**src/rtl/instr_encoder.sv**
```systemverilog
// Packs field-level RV32I micro-op requests into instruction words and streams
// them sequentially into instruction memory, flagging illegal immediates/fields.
module instr_encoder #(
    parameter int unsigned ADDR_WIDTH = 10,
    parameter logic [31:0] NOP_WORD   = 32'h00000013
) (
    input  logic                  clk,
    input  logic                  rst,
    input  logic                  start,
    input  logic                  in_valid,
    output logic                  in_ready,
    input  logic [3:0]            in_kind,
    input  logic [2:0]            in_funct3,
    input  logic [6:0]            in_funct7,
    input  logic [4:0]            in_rd,
    input  logic [4:0]            in_rs1,
    input  logic [4:0]            in_rs2,
    input  logic [31:0]           in_imm,
    input  logic                  in_last,
    output logic                  mem_we,
    output logic [ADDR_WIDTH-1:0] mem_addr,
    output logic [31:0]           mem_wdata,
    output logic [ADDR_WIDTH-2:0] count,
    output logic                  busy,
    output logic                  done,
    output logic                  err,
    output logic [ADDR_WIDTH-2:0] err_idx,
    output logic                  ovf
);

    localparam int unsigned CW  = ADDR_WIDTH - 1;
    localparam int unsigned IW  = ADDR_WIDTH - 2;
    localparam int unsigned CAP = 1 << IW;

    localparam logic [CW-1:0] CAP_LAST = CW'(CAP - 1);

    localparam logic [6:0] OP_R      = 7'h33;
    localparam logic [6:0] OP_IALU   = 7'h13;
    localparam logic [6:0] OP_LOAD   = 7'h03;
    localparam logic [6:0] OP_STORE  = 7'h23;
    localparam logic [6:0] OP_LUI    = 7'h37;
    localparam logic [6:0] OP_AUIPC  = 7'h17;
    localparam logic [6:0] OP_JAL    = 7'h6F;
    localparam logic [6:0] OP_JALR   = 7'h67;
    localparam logic [6:0] OP_BRANCH = 7'h63;

    localparam logic [6:0] F7_ZERO = 7'h00;
    localparam logic [6:0] F7_ALT  = 7'h20;

    typedef enum logic [1:0] {
        S_IDLE  = 2'd0,
        S_LOAD  = 2'd1,
        S_FLUSH = 2'd2,
        S_DONE  = 2'd3
    } state_t;

    state_t state;

    logic signed [31:0] simm;
    logic [31:0]        enc_word;
    logic               enc_legal;
    logic               imm12_ok;
    logic               is_shift;
    logic [CW-1:0]      nidx;
    logic               accept;

    assign simm = $signed(in_imm);

    // Index the next accepted word lands on: a pending write still owns `count`.
    assign nidx     = count + CW'(mem_we);
    assign in_ready = (state == S_LOAD) && !((count == CAP_LAST) && mem_we);
    assign accept   = in_valid && in_ready;

    assign imm12_ok = (simm >= -32'sd2048) && (simm <= 32'sd2047);
    assign is_shift = (in_funct3 == 3'b001) || (in_funct3 == 3'b101);

    // Field packing and legality for each request kind.
    always_comb begin
        enc_word  = '0;
        enc_legal = 1'b0;
        case (in_kind)
            4'd0: begin
                enc_word  = {in_funct7, in_rs2, in_rs1, in_funct3, in_rd, OP_R};
                enc_legal = (in_funct7 == F7_ZERO) ||
                            ((in_funct7 == F7_ALT) &&
                             ((in_funct3 == 3'b000) || (in_funct3 == 3'b101)));
            end
            4'd1: begin
                if (is_shift) begin
                    enc_word  = {in_funct7, in_imm[4:0], in_rs1, in_funct3, in_rd, OP_IALU};
                    enc_legal = (in_imm[31:5] == 27'd0) &&
                                ((in_funct7 == F7_ZERO) ||
                                 ((in_funct7 == F7_ALT) && (in_funct3 == 3'b101)));
                end else begin
                    enc_word  = {in_imm[11:0], in_rs1, in_funct3, in_rd, OP_IALU};
                    enc_legal = imm12_ok;
                end
            end
            4'd2: begin
                enc_word  = {in_imm[11:0], in_rs1, in_funct3, in_rd, OP_LOAD};
                enc_legal = imm12_ok;
            end
            4'd3: begin
                enc_word  = {in_imm[11:5], in_rs2, in_rs1, in_funct3, in_imm[4:0], OP_STORE};
                enc_legal = imm12_ok;
            end
            4'd4: begin
                enc_word  = {in_imm[31:12], in_rd, OP_LUI};
                enc_legal = (in_imm[11:0] == 12'd0);
            end
            4'd5: begin
                enc_word  = {in_imm[31:12], in_rd, OP_AUIPC};
                enc_legal = (in_imm[11:0] == 12'd0);
            end
            4'd6: begin
                enc_word  = {in_imm[20], in_imm[10:1], in_imm[11], in_imm[19:12], in_rd, OP_JAL};
                enc_legal = !in_imm[0] && (simm >= -32'sd1048576) && (simm <= 32'sd1048574);
            end
            4'd7: begin
                enc_word  = {in_imm[11:0], in_rs1, in_funct3, in_rd, OP_JALR};
                enc_legal = imm12_ok;
            end
            4'd8: begin
                enc_word  = {in_imm[12], in_imm[10:5], in_rs2, in_rs1, in_funct3,
                             in_imm[4:1], in_imm[11], OP_BRANCH};
                enc_legal = !in_imm[0] && (simm >= -32'sd4096) && (simm <= 32'sd4094) &&
                            (in_funct3 != 3'b010) && (in_funct3 != 3'b011);
            end
            default: begin
                enc_word  = '0;
                enc_legal = 1'b0;
            end
        endcase
    end

    // Control FSM with registered write port and status.
    always_ff @(posedge clk) begin
        if (rst) begin
            state     <= S_IDLE;
            mem_we    <= 1'b0;
            mem_addr  <= '0;
            mem_wdata <= '0;
            count     <= '0;
            busy      <= 1'b0;
            done      <= 1'b0;
            err       <= 1'b0;
            err_idx   <= '0;
            ovf       <= 1'b0;
        end else begin
            mem_we <= 1'b0;
            if (mem_we) begin
                count <= count + CW'(1);
            end
            if (start) begin
                // Restart from any state; a pending word is dropped.
                state   <= S_LOAD;
                busy    <= 1'b1;
                done    <= 1'b0;
                count   <= '0;
                err     <= 1'b0;
                err_idx <= '0;
                ovf     <= 1'b0;
            end else begin
                case (state)
                    S_LOAD: begin
                        if (accept) begin
                            mem_we    <= 1'b1;
                            mem_addr  <= {nidx[IW-1:0], 2'b00};
                            mem_wdata <= enc_legal ? enc_word : NOP_WORD;
                            if (!enc_legal) begin
                                err <= 1'b1;
                                if (!err) begin
                                    err_idx <= nidx;
                                end
                            end
                            if (in_last || (nidx == CAP_LAST)) begin
                                state <= S_FLUSH;
                                if (!in_last) begin
                                    ovf <= 1'b1;
                                end
                            end
                        end
                    end
                    S_FLUSH: begin
                        state <= S_DONE;
                        busy  <= 1'b0;
                        done  <= 1'b1;
                    end
                    default: begin
                        state <= state;
                    end
                endcase
            end
        end
    end

endmodule

```
**config.mk**
```make
export PLATFORM = sky130hd
export DESIGN_NAME = instr_encoder
export DESIGN_NICKNAME = d
export VERILOG_FILES = /design/src/rtl/instr_encoder.sv
export SDC_FILE = /design/constraint.sdc
export NUM_CORES = 1
export LEC_CHECK = 0
export CAP_MARGIN = 0
export CORE_ASPECT_RATIO = 0.8
export CORE_UTILIZATION = 41
export CTS_CLUSTER_DIAMETER = 80
export DETAILED_ROUTE_END_ITERATION = 16
export PLACE_DENSITY = 0.79
export SYNTH_ARGS = -nofsm -noshare
export SYNTH_HDL_FRONTEND = slang
export SYNTH_SLANG_ARGS = --single-unit
```
**constraint.sdc**
```tcl
create_clock -name clk -period 2.4 [get_ports clk]
set_clock_uncertainty 0.1 [all_clocks]
set_input_delay 0.48 -clock clk [delete_from_list [all_inputs] [get_ports clk]]
set_output_delay 0.48 -clock clk [all_outputs]
set_load 0.05 [all_outputs]
```
==> flow_results.org, run 1 <==
** Route
- In the routed design, unresolved DRC markers number 0.
- After detailed routing, the number of vias per cell comes to 5.74.
- Final ANT Viol Nets :: 0
- Pre-Repair DR Iteration Count :: 5
- The routed design has 14.3 mm of wire.
- WL/cell :: roughly 19 um
- Summing over every cut layer, the via total after detailed routing is 4,377.
- Initial detailed-routing violation count :: ~380

** Synth
- Synthesized cell area :: between 0.003 and 0.004 mm2
- Synthesis instantiated 55 different standard cells from the library.
- Synth warnings :: 0
- Sequential cell area fraction in the yosys report :: 0.340
- Most used flip-flop cell after synthesis :: dfxtp_1
- Count of flip-flops with a built-in enable after synthesis :: 0
- The share of synthesized area in the top cell type comes to 0.340.
- Share of flip-flops with an asynchronous set or reset :: 0
- Synthesized instance count :: 454
- By area the synthesized netlist is led by dfxtp_1 (34%), o32ai_2 (6.0%), nand2_1 (5.9%), a22oi_1 (4.2%), o32ai_1 (3.7%).
- In this run, synthesis produced a sequential element count of 64.
- Summed over all instances, the cell type with the most area after synthesis is dfxtp_1.
- Mean instance size in the synthesized netlist :: ~8.3 um2

** Critical path
- Data on the critical path arrives at its endpoint at 2530 ps.
- The worst register-to-register path ends at mem_addr[6].
- Register-to-register setup slack :: 180 ps
- Endpoint type of the worst setup path :: register
- Worst reg-to-reg path cell count :: 10
- Along the worst path, the maximum fanout reaches 5.
- Worst setup SP type :: input pin
- WP data required :: 2530 ps
- By startpoint and endpoint, the worst setup path is classified as input pin to register.
- Worst reg2reg startpoint :: count[0]

** CTS
- The number of clock buffers added by TritonCTS is 9.
- TritonCTS built the clock tree.
- Worst-skew pair later-pin latency :: 330 ps
- Root Driver :: clkbuf_16
- Sinks on the clock net :: 64
- In this run the number of H-tree levels came out at 3.
- Longest Clk Path Bufs :: 2
- Clock-pin slew was measured on the worst setup and hold paths at 60 ps.

** Timing
- Worst Tran Pin Value :: 548 ps
- Setup violations remaining at the end of the flow were counted as 1.
- Slew HR :: 0.634
- In the finished design, the share of the clock period the worst path needs comes to 1.00.
- Setup slack of the critical path after layout :: -2.70 ps
- The count of final hold-check violations was 0.
- The worst path in the final design needs a cycle of 2400 ps, including I/O delays and setup.
- Summed over all failing endpoints, the final setup total negative slack is -2.70 ps.
- Fmax :: approximately 0.42 GHz
- The count of pins over their slew limit is 0.

** Power and ir drop
- The share of total power dissipated in combinational logic is 0.195.
- Summed over all cells, the static leakage comes to 2.30 nW.
- Overall power consumption after layout is estimated at slightly below 3 mW.
- For this design the ratio of total power to cell area is 469 mW/mm2.
- Share of total power consumed by net switching :: 0.269
- IR analysis of the VDD net gives a maximum drop of 0.331 mV.
- Of the total power, registers draw 0.369.
- In this run the power spent charging and discharging nets is 0.788 mW.
- Part of the total power dissipated in the clock network :: 0.436
- Internal power contribution :: 2.14 mW

** Die
- The floorplan step set the die width to between 100 and 150 um.
- Die ar. :: between 0.009 and 0.01 mm2
- Effective utilization at floorplan :: 0.433
- During I/O placement, the number of pins put on the boundary was ~130.
- The die is around 88 um tall.
- After floorplanning, the core was divided into 30 placement rows.
- The core region is 0.00871 mm2.

** Placement
- Total of buffers placed on input and output ports :: 129
- Summed over all nets, the half-perimeter wirelength after detailed placement is around 10 mm.
- The congestion estimate from routability-driven global placement came to 1.00.

** Cells and area
- Fraction of final layout cells with drive strength greater than 1 :: 0.247
- Fill cells in the final layout number around 700.
- Registers take 0.00130 mm2.
- Area of the multi-input gates :: 0.00243 mm2
- For this run, the post-layout net count is 713.
- The area growth from synthesis to layout is 65.4%.

** Global routing
- The total overflow left after global routing is 0.
- Overall track demand over capacity in global routing :: 0.296
- The number of antenna violations at the first check in global routing was 2.
- Maximum number of pins on one net before global-route repair :: 28
- The number of global-route vias before repair is 4,122.
- Wire length of the first global-routing pass :: approximately 22 mm

** Outcome
- The run finished, with violations left.
- Violated checks :: negative setup slack

** Min path
- The path with the worst hold slack has its endpoint at mem_addr[2].
- Hold Startpoint :: mem_addr[2]
- The worst hold path passes through 2 cells.
- The min-delay analysis places its worst path in the category register to register.

** Flow run
- The tool flagged a number of max-cap violations equal to 0.
==> cells in the mapped netlist (all sizes together), types with 2 or more instances <==
cell type,instances
o21ai,10
nand3b,4
xor2,6
clkbuf,21
a222oi,6
a22o,2
ha,4
nand2,59
inv,23
a2111oi,2
a21oi,24
o22ai,12
mux2i,9
nand2b,7
nor3,10
nand3,12
dfxtp,64
nand4,10
nor4,13
and2,2
o211ai,2
xnor2,8
and3,2
or2,2
a22oi,21
or3,3
nor2,34
nor2b,8
o21bai,3
a211oi,8
buf,17
o32ai,30
==> layout make-up <==
cell class / count / area share
Timing Repair Buffer: 213 / 0.318
Clock inverter: 6 / 0.00963
Tap cell: 112 / 0.0225
Sequential cell: 64 / 0.208
Clock buffer: 10 / 0.0367
Inverter: 24 / 0.0144
Antenna cell: 2 / 0.000803
Multi-Input combinational cell: 331 / 0.389
==> flip-flops by register name, indices dropped and copies added (netlist names), 2 cells and up <==
| name | count |
|---|---|
| state | 2 |
| mem_addr | 8 |
| mem_wdata | 31 |
| count | 9 |
| err_idx | 9 |
==> power by group through the flow <==
stage / Clock (mW) / Sequential (mW) / Combinational [mW]
global placement: 0 / 1.10 / 0.536
global route: 1.35 / 1.08 / 0.601
detailed placement: 0 / 1.10 / 0.541
CTS: 1.29 / 1.08 / 0.552
finish: 1.27 / 1.08 / 0.571
floorplan: 0 / 1.13 / 0.218
==> layout by cell type (no fill, tap or decap), drive strengths merged, types with 3 or more instances in the layout <==
cell type and instances:
xnor2 8, nor2 34, clkbuf 13, nand4 10, dfxtp 64, clkinv 4, buf 86, nand2b 7
nor2b 8, inv 23, xor2 6, and2 4, o22ai 12, dlygate4sd2 11, o21ai 10, o21bai 3
clkdlybuf4s50 109, or3 3, mux2i 9, a211oi 8, nor4 13, a222oi 6, nand3 12, a22oi 21
nor3 10, a21oi 24, dlymetal6s2s 3, nand2 59, o32ai 30, ha 4, nand3b 4
==> through the flow <==
step,area [um2],setup slack [ps],cells,hold slack [ps],util
after floorplan,3860,3.40,455,448,-
after global placement,5720,-461,737,343,0.657
after detailed placement,5720,-511,737,348,0.657
after CTS,6150,-13.4,757,356,0.706
after global routing,6240,-24.1,762,386,0.716
final,6240,-2.70,762,356,0.716
==> how the worst max path moves through the flow <==
stage	cells past startpoint	slack (ps)	from	to
after detailed placement	8	-510	in_imm[27]	err_idx[3]
after global placement	8	-460	in_imm[27]	err_idx[0]
final	10	-3	in_imm[29]	mem_wdata[6]
after floorplan	10	3	count[2]	mem_addr[9]
after CTS	8	-10	in_kind[2]	mem_wdata[25]
after global routing	7	-20	in_funct3[2]	err_idx[7]
==> worst max-delay path, stage by stage <==
cell and delay [ps]:
dlygate4sd2_1 260, buf_6 130, nor4_4 310, nand3_2 170, buf_6 160, o211ai_1 200
o211ai_1 160, buf_4 180, and2_4 190, o41ai_4 270
==> routing by layer <==
| layer | vias to the layer above | wire, um | GRT usage |
|---|---|---|---|
| met5 | - | 0 | 0 |
| met4 | 0 | 229 | 0.103 |
| met3 | 25 | 1040 | 0.0580 |
| met2 | 221 | 6450 | 0.455 |
| met1 | 2063 | 6580 | 0.413 |
| li1 | 2068 | - | - |
==> logic make-up (layout without fill, tap and decap cells) <==
group	after synthesis	in the layout	share of synthesized area
other	1	4	0.000994
adder cells (fa/ha/maj)	4	4	0.0133
flip-flops	64	64	0.340
multiplexers	10	10	0.0269
buffers and inverters	62	253	0.0750
AO/OA/AOI/OAI	125	125	0.276
XOR/XNOR	14	14	0.0325
AND/OR/NAND/NOR	174	176	0.235
==> what timing repair did <==
action | in CTS | in global routing
cloned | 2 | 0
pin swaps | 10 | 14
resized for setup | 38 | 22
hold buffers | 0 | 0
setup endpoints to repair | 38 | 38
buffers inserted | 2 | 3
Power figures use the tool's default switching activity.
==> run 2: changes to the inputs <==
CTS_CLUSTER_SIZE = 24   (was not set)
HOLD_SLACK_MARGIN = 0.12   (was not set)
REMOVE_ABC_BUFFERS = 1   (was not set)
==> run 2 against run 1 <==
  * Power rose by 4.0%
  * Largest power group unchanged
  * Sequential share of layout area fell by 0.22 points
  * Final area fell by 0.40%
  * Routed wire length fell by 4.0%
  * Highest routed layer unchanged
  * Non-clock buffer count fell by 1
  * Maximum frequency rose by 2.8%
  * Cell count fell by 0.39%
  * Critical path depth fell by 3
  * Register-to-register slack barely moved
  * The run now ends clean
  * Die area did not move
  * Worst setup slack improved by 66 ps
==> flow_results.org, run 2 (synthesis results as in run 1) <==
** Die
- Die ar. :: 0.00959 mm2 (unchanged)
- The height of the die came to 87.8 um (unchanged).
- The I/O pin count is 132 (unchanged).
- Area of the core :: 0.00871 mm2 (unchanged)
- Number of standard-cell rows in the floorplan :: 30 (unchanged)
- The starting utilization of the core area was 0.433 (unchanged).
- The die span in x is 109 um (unchanged).

** CTS
- The clock tree root buffer cell is clkbuf_16 (unchanged).
- The quantity of hold-fixing buffers added after cts came to 0 (unchanged).
- Clock slew seen by the registers of the worst setup and hold paths :: 60 ps (about the same)
- The clock sink count was 64 (unchanged).
- The number of buffers on the longest clock path is 2 (unchanged).
- CTS buffer count :: 9 (unchanged)
- The clock tree from TritonCTS is built (unchanged).
- Depth of the CTS H-tree :: 3 (unchanged)
- Worst-skew pair later-pin latency :: 330 ps (about the same)

** Route
- Final ANT Viol Nets :: 0 (unchanged)
- The wire length after detailed routing is 13.7 mm (was 14.3 mm).
- The via count normalized by instance count is 5.83 (was 5.74).
- The number of DRC markers after the initial detailed-route iteration came to 302 (was 376).
- Detailed-route DRC error count :: 0 (unchanged)
- The post-detailed-route wirelength per cell came to 18.1 um (was 18.8 um).
- Vias post-DR :: 4,426 (was 4,377)
- Pre-Repair DR Iteration Count :: 6 (was 5)

** Power and ir drop
- Maximum vdd ir drop :: 0.376 mV (was 0.331 mV)
- Leak pwr :: 2.35 nW (was 2.30 nW)
- The power density over the cells came to 490 mW/mm2 (was 469 mW/mm2).

** Placement
- GPL Wtd Cong :: 0.910 (was 1.00)
- HPWL after detailed placement :: 10.2 mm (was 10.4 mm)
- The count of port buffers added during placement is 129 (unchanged).
- The cell count after placement is 740 (was 737).
- The cell area reported after detailed placement came to 0.00569 mm2 (was 0.00572 mm2).

** Global routing
- The number of global-route vias before repair was 4,168 (was 4,122).
- Wire length of the first global-routing pass :: 21.3 mm (was 21.7 mm)
- Global route overflow :: 0 (unchanged)
- The pin count of the biggest net entering global routing is 26 (was 28).
- Overall track demand over capacity in global routing :: 0.288 (was 0.296)
- Number of antenna violations at the first check in global routing :: 0 (was 2)

** Critical path
- The required time of the critical path is 1820 ps (was 2530 ps).
- The peak per-stage delay on the critical path was 310 ps (about the same).
- Worst setup SP type :: register (was input pin)
- The biggest fanout along the worst timing path is 3 (was 5).
- Termination of the worst setup path :: in_ready (was mem_wdata[6])
- Slowest CP cell :: dfxtp_1 (was nor4_4)
- The worst-case reg-to-reg path depth was 10 (unchanged).
- The critical path class was register to primary output (was input pin to register).
- The worst reg-to-reg setup slack came to 180 ps (about the same).
- Cell occurring most often along the worst timing path :: ha_2
- RR Endpoint :: mem_wdata[6] (was mem_addr[6])
- Worst reg2reg startpoint :: count[0] (unchanged)
- Worst-path cell chain :: ha_2, nand3_1, nor2_2, ha_2, a211oi_2, buf_4, buf_12 (was dlygate4sd2_1, buf_6, nor4_4, nand3_2, buf_6, o211ai_1, o211ai_1, buf_4, and2_4, o41ai_4)
- Worst Setup SP :: count[0] (was in_imm[29])
- Data arrival time of the critical path :: 1760 ps (was 2530 ps)
- The kind of end point of the critical path is a primary output (was register).

** Cells and area
- The area growth from synthesis to layout is 64.7% (was 65.4%).
- Area of the multi-input gates :: 0.00240 mm2 (was 0.00243 mm2)
- Fraction of final layout cells with drive strength greater than 1 :: 0.232 (was 0.247)
- Highest-count cells in the layout ignoring fill and taps :: clkdlybuf4s50_1 (104), buf_4 (75), dfxtp_1 (64) (was clkdlybuf4s50_1 (109), buf_4 (74), nand2_1 (56))
- Largest register FFs :: 31 (unchanged)
- The leading cell type in the layout, fill and taps excluded was clkdlybuf4s50_1 (unchanged).
- Filler cells :: 682 (was 695)
- Largest regs :: mem_wdata x31, count x9, err_idx x9 (unchanged)
- Non-filler cells, final :: 759 (was 762)
- Net count, final :: 712 (was 713)
- The number of antenna cells inserted was 0 (was 2).
- Post-Layout Inst Area :: 0.00621 mm2 (was 0.00624 mm2)
- Area of all sequential standard cells :: 0.00128 mm2 (was 0.00130 mm2)
- The register containing the most flip-flops in the final layout is mem_wdata (unchanged).

** Timing
- Fraction of the cycle the final worst path needs :: 0.974 (was 1.00)
- The slew at the pin with the worst max-slew slack was 536 ps (was 548 ps).
- The count of final hold-check violations is 0 (unchanged).
- Slew HR :: 0.642 (was 0.634)
- The fmax came to 0.428 GHz (was 0.416 GHz).
- Setup violations, final :: 0 (was 1)
- The count of pins over their slew limit was 0 (unchanged).
- Shortest clock period the worst path allows after layout :: 2340 ps (was 2400 ps)

** Min path
- The path category of the worst min-delay check is register to register (unchanged).
- The worst hold path stage count was 2 (unchanged).
- The origin of the worst min-delay path is done (was mem_addr[2]).

** Flow run
- Maximum capacitance violations :: 0 (unchanged)

** Outcome
- Status: finished, final reports clean (was finished, violations left).
-- run 2: critical path, delay by kind of cell, from the launching register on --
kind,cells,cell delay (ps)
buffers and inverters,2,290
DFF,1,310
AOI/OAI and AO/OA,1,250
adders and majority gates,2,420
and+or+nand+nor,2,150
-- run 2: report_power, final --
group	total (mW)	internal [mW]	switching, mW
sequential	1.08	1.07	0.00622
combinational	0.553	0.261	0.292
clock	1.41	0.914	0.495
-- run 2: layout make-up --
class | instances | area share
Inverter | 24 | 0.0145
Sequential cell | 64 | 0.206
Tap cell | 112 | 0.0226
Timing Repair Buffer | 212 | 0.318
Clock buffer | 10 | 0.0369
Clock inverter | 6 | 0.0149
Multi-Input combinational cell | 331 | 0.387
-- run 2: metrics by stage --
stage | power (mW) | worst slack [ps] | TNS, ps | hold WS (ps) | utilization
final | 3.04 | 63.1 | 0 | 362 | 0.713
after global routing | 3.13 | -19.7 | -45.6 | 388 | 0.713
after CTS | 3.04 | 4.83 | 0 | 369 | 0.703
after detailed placement | 1.64 | -569 | -20970 | 361 | 0.654
after global placement | 1.63 | -509 | -18780 | 341 | 0.654
after floorplan | 1.31 | -2770 | -99680 | 413 | -
-- run 2: layer usage --
metal | GRT usage | share of wire | vias to the layer above
met5 | 0 | 0 | -
met4 | 0.0667 | 0.015 | 0
met3 | 0.0551 | 0.074 | 27
met2 | 0.476 | 0.48 | 211
met1 | 0.388 | 0.43 | 2126
li1 | - | - | 2062
-- run 2: timing repair --
| action | 4_1_cts | 5_1_grt |
|---|---|---|
| buffers inserted | 1 | 0 |
| endpoints found under the setup margin | 40 | 40 |
| gates resized for setup | 34 | 30 |
| pin swaps | 10 | 18 |
| gates cloned | 2 | 0 |
-- run 2: worst min path at each step --
stage                   to
6_report              done
5_1_grt               done
4_1_cts        mem_addr[2]
3_5_place_dp   mem_addr[2]
3_3_place_gp          done
2_1_floorplan         done
